<file path="config.mk">
export PLATFORM = sky130hd
export DESIGN_NAME = serial_adder
export DESIGN_NICKNAME = d
export VERILOG_FILES = /design/src/rtl/serial_adder.sv
export SDC_FILE = /design/constraint.sdc
export NUM_CORES = 1
export LEC_CHECK = 0
export BUFFER_PORTS_ARGS = -buffer_cell sky130_fd_sc_hd__buf_2
export CAP_MARGIN = 40
export CORE_ASPECT_RATIO = 1.2
export CORE_MARGIN = 2
export CORE_UTILIZATION = 53
export CTS_CLUSTER_DIAMETER = 150
export DETAILED_ROUTE_END_ITERATION = 8
export GPL_ROUTABILITY_DRIVEN = 0
export PLACE_DENSITY = 0.76
export SETUP_SLACK_MARGIN = 0.02
export SLEW_MARGIN = 20
export SYNTH_ARGS = -nofsm -noshare
export SYNTH_HDL_FRONTEND = slang
export SYNTH_SLANG_ARGS = --single-unit
</file>
<file path="constraint.sdc">
create_clock -name clk -period 1.5 [get_ports clk]
set_input_delay 0 -clock clk [delete_from_list [all_inputs] [get_ports clk]]
set_output_delay 0 -clock clk [all_outputs]
set_load 0.01 [all_outputs]
</file>
<file path="src/rtl/serial_adder.sv">
// Digit-serial adder: adds DIGIT bits per clock LSB-first through a registered carry.
// Define SERADD_OVF_EN to add the registered two's-complement overflow output ovf.
module serial_adder #(
  parameter int WIDTH = 8,
  parameter int DIGIT = 1
) (
  input  logic             clk,
  input  logic             rst_n,
  input  logic             in_valid,
  output logic             in_ready,
  input  logic [WIDTH-1:0] a,
  input  logic [WIDTH-1:0] b,
  input  logic             cin,
  output logic             out_valid,
  input  logic             out_ready,
  output logic [WIDTH-1:0] sum,
  output logic             cout,
  output logic             busy
`ifdef SERADD_OVF_EN
  ,
  output logic             ovf
`endif
);

  // state | meaning
  // IDLE  | waiting for operands, in_ready high
  // RUN   | adding one digit per clock
  // DONE  | result valid, waiting for out_ready

  localparam int N  = WIDTH / DIGIT;
  localparam int CW = (N > 1) ? $clog2(N) : 1;
  localparam logic [CW-1:0] LAST = CW'(N - 1);

  if (WIDTH < 1 || DIGIT < 1 || (WIDTH % DIGIT) != 0) begin : g_bad_param
    $error("serial_adder: DIGIT must divide WIDTH and WIDTH must be >= 1");
  end

  typedef enum logic [1:0] {IDLE, RUN, DONE} state_t;

  state_t           state, state_nxt;
  logic [WIDTH-1:0] a_sh, b_sh;
  logic             carry;
  logic [CW-1:0]    cnt;
  logic [DIGIT:0]   dig_add;
  logic [WIDTH-1:0] sum_shift;
  logic             accept;
  logic             last;

  assign in_ready  = (state == IDLE);
  assign out_valid = (state == DONE);
  assign busy      = (state != IDLE);
  assign accept    = in_valid && in_ready;
  assign last      = (state == RUN) && (cnt == LAST);

  assign dig_add = {1'b0, a_sh[DIGIT-1:0]} + {1'b0, b_sh[DIGIT-1:0]}
                 + {{DIGIT{1'b0}}, carry};

  // Each new digit enters at the MSB, so after N steps the LSB digit has reached bit 0.
  if (DIGIT == WIDTH) begin : g_one_digit
    assign sum_shift = dig_add[DIGIT-1:0];
  end else begin : g_multi_digit
    assign sum_shift = {dig_add[DIGIT-1:0], sum[WIDTH-1:DIGIT]};
  end

  always_ff @(posedge clk or negedge rst_n) begin
    if (!rst_n) state <= IDLE;
    else        state <= state_nxt;
  end

  always_comb begin
    state_nxt = state;
    case (state)
      IDLE:    if (accept)    state_nxt = RUN;
      RUN:     if (last)      state_nxt = DONE;
      DONE:    if (out_ready) state_nxt = IDLE;
      default:                state_nxt = IDLE;
    endcase
  end

  always_ff @(posedge clk or negedge rst_n) begin
    if (!rst_n) begin
      a_sh  <= '0;
      b_sh  <= '0;
      carry <= 1'b0;
      cnt   <= '0;
      sum   <= '0;
      cout  <= 1'b0;
    end else if (accept) begin
      a_sh  <= a;
      b_sh  <= b;
      carry <= cin;
      cnt   <= '0;
    end else if (state == RUN) begin
      a_sh  <= a_sh >> DIGIT;
      b_sh  <= b_sh >> DIGIT;
      carry <= dig_add[DIGIT];
      sum   <= sum_shift;
      cnt   <= cnt + CW'(1);
      if (last) cout <= dig_add[DIGIT];
    end
  end

`ifdef SERADD_OVF_EN
  // Carry into the MSB is recovered as a ^ b ^ sum at that bit.
  always_ff @(posedge clk or negedge rst_n) begin
    if (!rst_n)    ovf <= 1'b0;
    else if (last) ovf <= a_sh[DIGIT-1] ^ b_sh[DIGIT-1] ^ dig_add[DIGIT-1] ^ dig_add[DIGIT];
  end
`endif

endmodule

</file>
# Yosys cells after proc, flatten, opt, wreduce, memory -nomap -nowiden
# Index checks and enable logic that the tools add are counted.
dict set report totals {
  output_inout_bits 12
  regBits 31
  inputBits 21
}
dict set report op_classes {
  reduce_logical 8
  muxes 12
  n_eq_ne 6
  bitwise 1
  addsub 3
}
# op n
set ops {}
lappend ops {{$mux W8} 4}
lappend ops {{$mux W2} 3}
lappend ops {{$mux W3} 2}
lappend ops {{$pmux W2 S3} 1}
lappend ops {{$reduce_and A3 Y1} 2}
lappend ops {{$ne A2 B1 Y1 const B} 2}
lappend ops {{$reduce_bool A2 Y1} 2}
lappend ops {{$add A3 B1 Y3 const B} 1}
lappend ops {{$eq A3 B3 Y1 const B} 1}
lappend ops {{$add A1 B1 Y2} 1}
lappend ops {{$add A2 B1 Y2} 1}
lappend ops {{$eq A2 B1 Y1 const B} 1}
lappend ops {{$eq A2 B2 Y1 const B} 1}
lappend ops {{$logic_and A1 B1 Y1} 2}
lappend ops {{$logic_not A2 Y1} 1}
lappend ops {{$mux W1} 2}
lappend ops {{$ne A2 B2 Y1 const B} 1}
lappend ops {{$reduce_and A2 Y1} 1}
lappend ops {{$not A1 Y1} 1}

# Longest topological paths before layout
# Gate-level depths: netlist of the first run.
dict set report logic_depth {
  depth_word 4
  ltp_mapped 6
}

# Least setup slack after synthesis of the first run
# Ideal clock, no wire load.
dict set report synth_path {
  path_type {register to register}
  startpoint {reg cnt[0]}
  endpoint {reg cout}
  arrival_time_ns 1.116
  stages_incl_launch_ff 5
  slack_ns 0.259
  setup_ns 0.125
  n_path_buf 0
  period_less_slack_ns 1.241
  path_cell_list {dfrtp_1 ha_1 ha_1 nand2_1 mux2_4}
}
dict set report synth_between {
  elab_chain_len 3
}
# element line
set synth_lines {}
lappend synth_lines {{from (decl)} 43} ;# logic [CW-1:0] cnt;
lappend synth_lines {{from (signal assigned)} 98} ;# cnt <= cnt + CW'(1);
lappend synth_lines {{$eq A3 B3 Y1} 53} ;# assign last = (state == RUN) && (cnt == LAST);
lappend synth_lines {{$logic_and A1 B1 Y1} 53}
lappend synth_lines {{$reduce_and A3 Y1 (no line)} n/a}
lappend synth_lines {{to (signal assigned)} 99} ;# if (last) cout <= dig_add[DIGIT];
lappend synth_lines {{to (decl)} 17} ;# output logic cout,
# Every way passes these cells.
# A chain may end at the register's enable or synchronous reset.

# Final worst setup path of the first run
dict set report layout_path {
  startpoint {reg state[0]}
  endpoint {reg cout}
}
dict set report layout_between {
  elab_chain_len 4
  word_cells_on_any_way 6
  classes_between {eq/ne (1); bitwise (1); reduce/logical (4)}
}
# element line
set layout_lines {}
lappend layout_lines {{from (decl)} 40} ;# state_t state, state_nxt;
lappend layout_lines {{from (signal assigned)} 67} ;# else state <= state_nxt;
lappend layout_lines {{$logic_not A2 Y1} 49} ;# assign in_ready = (state == IDLE);
lappend layout_lines {{$logic_and A1 B1 Y1} 52} ;# assign accept = in_valid && in_ready;
lappend layout_lines {{$not A1 Y1 (no line)} n/a}
lappend layout_lines {{$reduce_and A3 Y1 (no line) (*)} n/a}
# Mark *: on every way between the ends. The rest lies on a longest branch, timed or not.

==> run summary, run 1 <==
met3 wire len - 145 um
gr ovfl total - 0
Final min period - 1381 ps
Setup Slack @ Placement - 136.2 ps
Max Root-Sink Buffers - 2
CP peak stage delay - 400 ps
met1 WL - 1425 um
Worst Clk Skew - 6.232 ps
critical path cell sequence - nor2b_2 -> nand2_1 -> mux2_4
hold slack - 12.29 ps
CP Data Arrival Time - 1600 ps
Root Driver - clkbuf_4
core area - 2811 um^2
Top Layer Used - met4
Max Clk Rate - 0.7241 GHz
slew margin rel. - 54.29%
initial antenna violation count - 0
Slew @ Worst Pin - 685.6 ps
n_diodes - 0
mapped cell area - 1585 um^2
top cells by count, synth - 31 x dfrtp_1, 28 x nand2_1, 13 x nor2_1
largest net degree at the start of global routing - 32
CP max stage cell - nor2b_2
clock slew at reported path FFs - 90 ps
DR DRC count - 0
total of max-cap violations - 0
hpwl dp - 2200 um
layout overhead on the synthesized area - 21.07%
IO Pins - 33
Static Leak - 0.0008802 uW
via count - 1298
Seq/Total Area, Yosys - 48.93%
Mapped Nets - 172
# nets final - 218
Post-synth EDFFs - 0
die area - 3446 um^2
Crit Path Class - register to register
CP Data Required Time - 1720 ps
endpoint type of the worst setup path - register
num rows - 21
asr flop ratio synth - 100.0%
synthesis-stage register bit count - 31
Final Setup Violations - 0
final antenna-violating net count - 0
final setup TNS - 0 ps
first-pass GRT wire length - 5568 um
Pre-antenna DRT Iters - 4
# port buffers - 32
HP Class - primary input to register
die height - 63.91 um
gr usage total - 22.22%
cell taking the most area after synthesis - dfrtp_1
peak supply drop - 1.341 mV
Synth area leaders - dfrtp_1 49%, nand2_1 6.6%, o22ai_1 4.3%
r2r setup slk - 120 ps
crit path launch type - register
status - completed
ys flop type - dfrtp_1
1st-iter DRT viols - 19
yosys warns - 0
vias in the first global route - 1278
CTS Buf Count - 5
final design utilization - 68.27%
Post-Synthesis Cells - 148
Unique masters post-synth - 27
worst-path maximum fanout - 11
Max Slew Vio Count - 0
wirelength, routed - 3300 um
H-tree Lvls - 2
CTS tree - done
post-synth top area share - 48.93%
most frequent cell after synthesis - dfrtp_1
Vias per Instance - 5.668
Die X - 53.93 um
RSZ-0062 raised after global routing - no
Final WS setup - 118.9 ps
syn avg cell area - 10.71 um^2
clk sinks - 31
Final Hold Viols - 0
WL per Instance - 14.41 um
Routed met2 length - 1672 um
pwr dens - 1880 nW/um^2
clock latency on the worst-skew pair - 330 ps
share of layout cells above drive strength 1 - 31.28%
postcts setup bufs - 0
Final period util - 92.07%
Starting Density - 56.39%
[flip-flops by register name, summed over array words and instances (netlist names)]
register,cells
carry,1
state,2
a_sh,8
sum,8
b_sh,8
cout,1
cnt,3
[timing repair]
action,CTS,global route
hold buffers,16,0
setup endpoints to repair,0,1
endpoints found under the hold margin,46,0
resized for setup,0,2
[stage by stage]
stage / power, uW / instances / area (um^2)
6_report: 3609 / 229 / 1919
2_1_floorplan: 2761 / 148 / 1585
3_5_place_dp: 3056 / 205 / 1688
3_3_place_gp: 2967 / 205 / 1688
5_1_grt: 3912 / 229 / 1919
4_1_cts: 3640 / 229 / 1917
[path summary, 6_finish.rpt]
check,startpoint,end,cells past startpoint
max in group asynchronous,rst_n,a_sh[1],2
min in group asynchronous,rst_n,a_sh[0],2
setup reg to reg,state[0],cout,3
setup / recovery,state[0],cout,3
hold / removal,a[2],a_sh[2],3
hold reg to reg,sum[0],sum[0],2
[cells in the final DEF (no fill, tap or decap)]
| cell | count |
|---|---|
| a22o_1 | 2 |
| buf_2 | 32 |
| buf_4 | 3 |
| clkbuf_1 | 1 |
| clkbuf_4 | 5 |
| clkbuf_8 | 2 |
| dfrtp_1 | 31 |
| dlygate4sd3_1 | 16 |
| fa_1 | 1 |
| ha_1 | 2 |
| inv_1 | 2 |
| inv_4 | 1 |
| mux2_4 | 1 |
| mux2i_1 | 1 |
| nand2_1 | 28 |
| nand2b_4 | 2 |
| nor2_1 | 13 |
| nor2b_1 | 1 |
| nor2b_2 | 1 |
| nor3_1 | 12 |
| nor3_2 | 6 |
| o21ai_0 | 5 |
| o21ai_1 | 1 |
| o22ai_1 | 11 |
| o22ai_2 | 4 |
| o31ai_1 | 1 |
| o32ai_1 | 5 |
| o32ai_2 | 4 |
| or2_1 | 1 |
[kinds of logic (layout without fill, tap and decap cells)]
family                     after synthesis  after routing  synth area share, %
buffers and inverters                   15             62                8.445
DFF                                     31             31                48.93
muxes                                    2              2                1.578
adders and majority gates                3              3                2.841
AOI/OAI and AO/OA                       33             33                17.84
and+or+nand+nor                         64             64                20.36
[critical path: cells and delay by family (launching register included)]
kind	cells	cell delay (ps)
DFF	1	390
muxes	1	320
and+or+nand+nor	2	550
[per-layer routing]
metal | up-vias | track usage [%]
met5 | - | 0
met4 | 0 | 8.333
met3 | 8 | 7.009
met2 | 31 | 35.98
met1 | 639 | 26.89
li1 | 620 | -
[area by class of cell]
cell class / instances / area, um^2
Fill cell: 218 / 892.1
Inverter: 3 / 13.76
Multi-Input combinational cell: 102 / 675.6
Tap cell: 34 / 42.54
Timing Repair Buffer: 51 / 342.8
Clock buffer: 8 / 68.82
Sequential cell: 31 / 775.7
[report_power, final]
group	internal [uW]	switching [uW]	total (uW)
clock	276	271	547
combinational	676	840	1520
sequential	1230	321	1550
total	2180	1430	3610
Note: power is estimated with default switching activity, not from simulation.
==> run 2, diff against run 1 <==
- HOLD_SLACK_MARGIN: default -> 0.02
==> run summary, run 2 (synthesis gave the netlist of run 1 again) <==
hold slack - 89.72 ps (+77.43 ps)
wirelength, routed - 3339 um (+1.2%)
first-pass GRT wire length - 5595 um (+0.48%)
Reg2Reg Depth - 3 (unchanged)
Max Root-Sink Buffers - 2 (unchanged)
Top Registers - a_sh: 8 flops, b_sh: 8 flops, sum: 8 flops
hpwl dp - 2200 um (unchanged)
core area - 2811 um^2 (unchanged)
final setup TNS - 0 ps (unchanged)
status - completed
Multi-input gate area - 675.6 um^2 (unchanged)
pwr dens - 1857 nW/um^2 (-1.2%)
gr usage total - 22.32% (+0.095 points)
IO Pins - 33 (unchanged)
Max Slew Vio Count - 0 (unchanged)
Root Driver - clkbuf_4
Static Leak - 0.0008928 uW (+1.4%)
Slew @ Worst Pin - 687.7 ps (+2.026 ps)
Pre-antenna DRT Iters - 4 (unchanged)
Die X - 53.93 um (unchanged)
Final Power - 3620 uW (+0.31%)
CP Data Arrival Time - 1610 ps (about the same)
Placement Cell Area - 1688 um^2 (unchanged)
H-tree Lvls - 2 (unchanged)
worst-path maximum fanout - 11 (unchanged)
die area - 3446 um^2 (unchanged)
clk sinks - 31 (unchanged)
largest net degree at the start of global routing - 32 (unchanged)
clock slew at reported path FFs - 100 ps (about the same)
M2 GR Usage - 36.28% (+0.30 points)
Starting Density - 56.39% (unchanged)
met1 GRT Util - 26.89% (unchanged)
via count - 1300 (+0.15%)
slew margin rel. - 54.16% (-0.13 points)
WL per Instance - 14.39 um (-0.13%)
layout overhead on the synthesized area - 22.97%
# nets final - 221 (+1.4%)
Crit Path Class - register to register
# port buffers - 32 (unchanged)
most common cell after layout, fill and taps aside - buf_2
1st-iter DRT viols - 18 (-1)
sequential cell area - 775.7 um^2 (unchanged)
clock latency on the worst-skew pair - 330 ps (about the same)
CTS tree - done
Final period util - 92.22% (+0.15 points)
HP Class - primary input to register
gr busiest metal - met2
crit path launch type - register
CTS Buf Count - 5 (unchanged)
num rows - 21 (unchanged)
gr ovfl total - 0 (unchanged)
vias in the first global route - 1294 (+1.3%)
share of layout cells above drive strength 1 - 30.81% (-0.47 points)
Final Cell Area - 1949 um^2 (+1.6%)
Final min period - 1383 ps (+2.187 ps)
Hold Path Depth - 3 (unchanged)
endpoint type of the worst setup path - register
die height - 63.91 um (unchanged)
Worst Clk Skew - 8.411 ps (+2.179 ps)
final antenna-violating net count - 0 (unchanged)
fill count - 210 (-3.7%)
initial antenna violation count - 0 (unchanged)
peak supply drop - 1.355 mV (+1.0%)
total of max-cap violations - 0 (unchanged)
final cell count without fillers - 232 (+1.3%)
CP Data Required Time - 1720 ps (about the same)
DR DRC count - 0 (unchanged)
Final Hold Viols - 0 (unchanged)
met3 Usage GRT - 7.009% (unchanged)
RSZ-0062 raised after global routing - no
commonest non-fill, non-tap cells in the layout - 32 x buf_2, 31 x dfrtp_1, 28 x nand2_1
n_diodes - 0 (unchanged)
Vias per Instance - 5.603 (-1.1%)
Placed Cells - 205 (unchanged)
Final Setup Violations - 0 (unchanged)
Max Clk Rate - 0.7229 GHz (-0.16%)
## run 2: cell types whose count changed in the layout (fill, tap and decap cells not counted), sizes merged
| cell | delta |
|---|---|
| dlygate4sd3 | +3 |
## run 2: timing repair
item                                    CTS  global route
setup buffers                             0             0
gates resized for setup                   0             2
hold buffers                             19             0
endpoints found under the setup margin    0             1
endpoints found under the hold margin    49             0
## run 2: final timing paths
| kind | start | end | slack, ps |
|---|---|---|---|
| max reg2reg | state[0] | cout | 120 |
| max in group asynchronous | rst_n | cnt[0] | 820 |
| min in group asynchronous | rst_n | a_sh[0] | 240 |
| min | in_valid | b_sh[2] | 90 |
| min reg2reg | sum[0] | sum[0] | 470 |
| max | state[0] | cout | 120 |
## run 2: metrics by stage
| step | setup slack [ps] | util, % |
|---|---|---|
| 4_1_cts | 73.05 | 69.25 |
| 3_5_place_dp | 136.2 | 60.04 |
| 3_3_place_gp | 194.3 | 60.04 |
| 2_1_floorplan | 258.8 | - |
| 5_1_grt | 48.25 | 69.34 |
| 6_report | 116.7 | 69.34 |
## run 2: power breakdown
part,internal [uW],switching [uW]
sequential,1230,321
clock,276,277
combinational,681,840
total,2180,1440
## run 2: cell type report
type / count / area share (%)
clock buffer: 8 / 3.530
inverter: 3 / 0.7060
multi-input combinational: 102 / 34.66
sequential: 31 / 39.79
tap: 34 / 2.182
timing repair buffer: 54 / 19.13
## run 2: critical path, cell delays in order (launching register included)
cell and delay (ps):
dfrtp_1 400, nor2b_2 400, nand2_1 150, mux2_4 320
## run 2: routing by layer
| layer | vias up | share of wire (%) |
|---|---|---|
| met4 | 0 | 1.8 |
| li1 | 625 | - |
| met5 | - | 0 |
| met1 | 640 | 43 |
| met2 | 27 | 51 |
| met3 | 8 | 4.0 |
